[config.mk]
export PLATFORM = sky130hd
export DESIGN_NAME = lfsr_datapath
export DESIGN_NICKNAME = d
export VERILOG_FILES = /design/src/rtl/lfsr_datapath.sv
export SDC_FILE = /design/constraint.sdc
export NUM_CORES = 1
export LEC_CHECK = 0
export CORE_ASPECT_RATIO = 0.75
export CORE_MARGIN = 2
export CORE_UTILIZATION = 39
export CTS_CLUSTER_SIZE = 16
export DETAILED_ROUTE_END_ITERATION = 10
export HOLD_SLACK_MARGIN = 0.1
export SYNTH_ARGS = -nofsm -noshare
export SYNTH_HDL_FRONTEND = slang
export SYNTH_SLANG_ARGS = --single-unit
[constraint.sdc]
create_clock -name clk -period 9.77 [get_ports clk]
set_input_delay 1.954 -clock clk [delete_from_list [all_inputs] [get_ports clk]]
set_output_delay 1.954 -clock clk [all_outputs]
set_load 0.05 [all_outputs]
[src/rtl/lfsr_datapath.sv]
// lfsr_datapath
//   Small register-file + ALU datapath intended for building LFSRs and
//   similar bit-twiddling sequences out of shift/XOR micro-ops.
//
// Ports
//   clk        rising-edge clock for all state
//   rst        synchronous, active-high reset
//   raddr1     read address A (ALU operand A)
//   raddr2     read address B (operand B when wdsrc=1)
//   wen        register-file write enable
//   waddr      write address
//   wdsrc      operand-B select: 0 = constant, 1 = port-B read data
//   func       ALU op: 0 ADD, 1 SUB, 2 AND, 3 OR, 4 XOR, 5 SHR, 6 SHL,
//              7 PASSB, 8 PASSA, 9-15 illegal (result 0)
//   constant   immediate operand
//   isZero     registered: last written value was zero
//   lfsr_out   contents of register 1
//   alu_y      combinational ALU result for the current inputs
//   bad_func   sticky: an illegal func was issued with wen=1
module lfsr_datapath #(
  parameter int DW   = 32,
  parameter int NREG = 16
) (
  input  logic          clk,
  input  logic          rst,
  input  logic [3:0]    raddr1,
  input  logic [3:0]    raddr2,
  input  logic          wen,
  input  logic [3:0]    waddr,
  input  logic          wdsrc,
  input  logic [3:0]    func,
  input  logic [DW-1:0] constant,
  output logic          isZero,
  output logic [DW-1:0] lfsr_out,
  output logic [DW-1:0] alu_y,
  output logic          bad_func
);

  typedef enum logic [3:0] {
    F_ADD   = 4'd0,
    F_SUB   = 4'd1,
    F_AND   = 4'd2,
    F_OR    = 4'd3,
    F_XOR   = 4'd4,
    F_SHR   = 4'd5,
    F_SHL   = 4'd6,
    F_PASSB = 4'd7,
    F_PASSA = 4'd8
  } func_e;

  // Addresses at or above NREG read as zero and drop writes, so every
  // 4-bit code has a defined result even with a reduced register count.
  localparam logic [4:0] NREG_W = 5'(NREG);

  logic [DW-1:0] r_rf [NREG];
  logic          r_is_zero;
  logic          r_bad_func;

  logic [DW-1:0] w_rd1, w_rd2, w_opa, w_opb, w_y;
  logic [4:0]    w_shamt;
  logic          w_illegal;
  logic          w_wr_ok;

  // Asynchronous reads, no write bypass: same-cycle reads see old data.
  assign w_rd1 = ({1'b0, raddr1} < NREG_W) ? r_rf[raddr1] : '0;
  assign w_rd2 = ({1'b0, raddr2} < NREG_W) ? r_rf[raddr2] : '0;

  assign w_opa   = w_rd1;
  assign w_opb   = wdsrc ? w_rd2 : constant;
  assign w_shamt = w_opb[4:0];

  assign w_illegal = (func > F_PASSA);
  assign w_wr_ok   = ({1'b0, waddr} < NREG_W);

  always_comb begin
    w_y = '0;
    case (func)
      F_ADD:   w_y = w_opa + w_opb;
      F_SUB:   w_y = w_opa - w_opb;
      F_AND:   w_y = w_opa & w_opb;
      F_OR:    w_y = w_opa | w_opb;
      F_XOR:   w_y = w_opa ^ w_opb;
      F_SHR:   w_y = w_opa >> w_shamt;
      F_SHL:   w_y = w_opa << w_shamt;
      F_PASSB: w_y = w_opb;
      F_PASSA: w_y = w_opa;
      default: w_y = '0;
    endcase
  end

  always_ff @(posedge clk) begin
    if (rst) begin
      for (int i = 0; i < NREG; i++) r_rf[i] <= '0;
      r_is_zero  <= 1'b0;
      r_bad_func <= 1'b0;
    end else if (wen) begin
      if (w_illegal) begin
        // Illegal op is a no-write cycle: flag it, leave regs and isZero.
        r_bad_func <= 1'b1;
      end else begin
        if (w_wr_ok) r_rf[waddr] <= w_y;
        r_is_zero <= (w_y == '0);
      end
    end
  end

  assign alu_y    = w_y;
  assign lfsr_out = r_rf[1];
  assign isZero   = r_is_zero;
  assign bad_func = r_bad_func;

endmodule

==> impl_metrics.json <==
{
  "status": "finished, final reports clean",
  "yosysSeqAreaShare_pct": 45.0,
  "reg2regPathDepth": 29,
  "synth-edff-count": 512,
  "cts-buffers-inserted": 50,
  "area_growth_pct": 17.4,
  "post-place-ws_ns": -0.570,
  "die_h_um": 261,
  "instances_no_fill": 4387,
  "nNetsFinal": 3354,
  "place_hpwl_mm": 99.7,
  "r2r-start": "r_rf[1][13]",
  "multi_input_area_um2": 17700,
  "cp.arrival_ns": 7.64,
  "tightest_slew_ns": 1.31,
  "crit_path_max_incr_delay_ns": 0.50,
  "relSlewSlack_pct": 12.5,
  "nFillCells": 8007,
  "drc_errors": 0,
  "overflow": 0,
  "ys_warn_count": 0,
  "grt_pass1_vias": 27200,
  "ctsRootBufferMaster": "clkbuf_16",
  "cts_tree": "built",
  "antenna_found_initial": 5,
  "drive_gt1_share_pct": 26.4,
  "power_frac_seq_pct": 38.8,
  "final_core_utilization_pct": 46.0,
  "synth.top_cell.area_share_pct": 44.9,
  "dr.pass1.iters": 6,
  "p_clk_share_pct": 29.0,
  "worstPathRequired_ns": 7.82,
  "crit_start": "raddr2[2]",
  "cts_sinks": 514,
  "drv_cap": 0,
  "synth-seq-cells": 514,
  "peakVddDrop_v": 0.000133,
  "grt_usage_pct": 31.9,
  "drv_slew": 0,
  "cts_hold_buf": 0,
  "cp-start-kind": "primary input",
  "htree_num_levels": 2,
  "finalHoldViolCount": 0,
  "crit_cells": 27,
  "power.total_w": 0.00658,
  "setup_viol": 0,
  "viasPerCell": 6.59,
  "grt_max_degree": 70,
  "synth_ff_type": "edfxtp_1",
  "clock_skew_ns": 0.0526,
  "synth_area_leaders": "edfxtp_1, mux4_2, nor2_1, ha_1, mux2i_1",
  "pin_count": 118,
  "initialDrtViolationCount": 4679,
  "timing.final.ws_setup_ns": 0.177,
  "finalCritPeriodShare_pct": 98.2,
  "p_comb_share_pct": 32.2,
  "worst-path-max-fanout": 5,
  "syn_area_per_cell_um2": 11.6,
  "synth_nets": 3122,
  "holdCritStartpoint": "isZero",
  "drtAntennaViolNets": 0,
  "syn-instance-count": 2966,
  "ys_types": 88,
  "grt_first_pass_wirelength_mm": 206,
  "crit_slowest_cell": "or3b_2",
  "crit_family": "simple AND/OR/NAND/NOR gates",
  "numPlacedInstances": 4281,
  "core_um2": 87400,
  "crit_type": "in -> out",
  "crit_buf_inv": 7,
  "min_period_ns": 9.59,
  "endpoint_kind": "output port",
  "final_common_cell": "nor2_1",
  "clkTransAtPathRegs_ns": 0.10,
  "finalWirelength_mm": 147,
  "die_x_um": 346,
  "p_per_area_nw_per_um2": 164,
  "cts.path.max_buffers": 3,
  "min_path_type": "reg -> reg",
  "via_count": 28900,
  "synth_area_leader_cell": "edfxtp_1",
  "dieArea_um2": 90300,
  "p_int_w": 0.00427,
  "layout_common_cells": "nor2_1, edfxtp_1, buf_4, mux4_2, nand2_1",
  "switching_share_pct": 35.1,
  "cellLeakagePower_nw": 14.9,
  "rows": 94,
  "routabilityCongestion": 1.02,
  "async_reset_ff_share_pct": 0,
  "clkLatencyLatePin_ns": 0.65,
  "seq_area_um2": 15400,
  "p_switching_w": 0.00231,
  "syn_area_um2": 34300,
  "portBuffers": 117,
  "start_util_pct": 39.2,
  "max_freq_ghz": 0.104,
  "wire_per_inst_um": 33.5,
  "hold_depth": 2
}
==> stage by stage <==
stage               area (um2)  hold WS, ns   TNS, ns
finish                   40200        0.489         0
global route             40200        0.518  -0.00158
CTS                      39800        0.494         0
detailed placement       38200        0.469     -3.14
global placement         38200        0.474     -3.42
floorplan                34300        0.698  -0.00721
==> power groups by stage <==
stage          clock network, W  registers, W  logic, W
2_1_floorplan                 0       0.00260   0.00115
4_1_cts                 0.00191       0.00255   0.00203
6_report                0.00191       0.00255   0.00212
3_3_place_gp                  0       0.00259   0.00201
5_1_grt                 0.00200       0.00256   0.00221
3_5_place_dp                  0       0.00259   0.00201
==> Yosys cell counts, types with 5 or more instances <==
master       n
o221ai_1    28
nand4_1     20
a22oi_1     23
inv_1       95
buf_1       31
ha_1       103
buf_4       14
nor3_1      25
nand2b_1    27
a31oi_1     18
nor4_1       6
o21ai_1     30
o211ai_1    47
inv_2        8
edfxtp_1   512
a21o_1      21
nand3_1    112
and4_1       5
buf_2       46
o211a_1      5
mux4_2     286
o21a_1       6
a2111oi_0    6
and3_1      16
mux2_2      10
a221oi_1    38
nor2b_1     18
buf_6       16
a211oi_2     5
a21oi_1     72
clkbuf_1   152
nor2_1     609
a211oi_1    12
o31ai_1      5
and2_1      21
mux2i_1     84
a221o_1     12
o21ai_0    104
xor2_1      10
nand2_1    152
o22ai_1     26
or3_1        6
xnor2_1     43
==> worst register-to-register path: cells and delay by family (launching register included) <==
kind / cells / cell delay [ns]
flip-flops: 1 / 0.57
multiplexers: 4 / 1.50
adder cells (fa/ha/maj): 1 / 0.31
AO/OA/AOI/OAI: 9 / 2.00
XOR/XNOR: 1 / 0.14
buffers and inverters: 6 / 0.99
AND/OR/NAND/NOR: 8 / 1.49
==> final timing paths <==
path	endpoint	slack (ns)
max	alu_y[29]	0.18
min	isZero	0.49
max reg2reg	isZero	2.75
min reg2reg	isZero	0.49
==> flip-flops by register name, indices dropped and copies added, names as in the netlist <==
| register | flops |
|---|---|
| isZero | 1 |
| bad_func | 1 |
| r_rf | 512 |
==> layer usage <==
layer / vias to the layer above / routed length (um) / share of wire (%) / global-route usage (%)
met2: 2200 / 60800 / 41 / 45.5
met5: - / 35 / 0.024 / 0
met1: 14600 / 58600 / 40 / 45.0
met4: 6 / 6530 / 4.4 / 12.8
met3: 309 / 20900 / 14 / 10.2
li1: 11800 / - / - / -
==> area by class of cell <==
cell class              count  share of cell area [%]
flip-flops and latches    514                    38.3
diodes                      2                  0.0124
clock buffers              65                    3.30
repair buffers            440                    9.45
multi-input cells        2088                    43.9
inverters                 104                   0.980
well taps                1152                    3.58
clock inverters            22                   0.420
==> what timing repair did <==
action | CTS | global route
pin swaps | 1 | 19
endpoints found under the setup margin | 11 | 11
buffers inserted | 0 | 15
cloned | 0 | 2
resized for setup | 12 | 58
==> logic make-up (layout without fill, tap and decap cells) <==
group	Yosys count	after routing	share of synthesized area [%]
AO/OA/AOI/OAI	507	507	10.3
AND/OR/NAND/NOR	1043	1043	13.2
buffers and inverters	364	631	4.69
adder cells (fa/ha/maj)	104	104	3.82
other	0	2	0
flip-flops	514	514	45.0
XOR/XNOR	53	53	1.35
multiplexers	381	381	21.6
(Power assumes the default switching activity.)
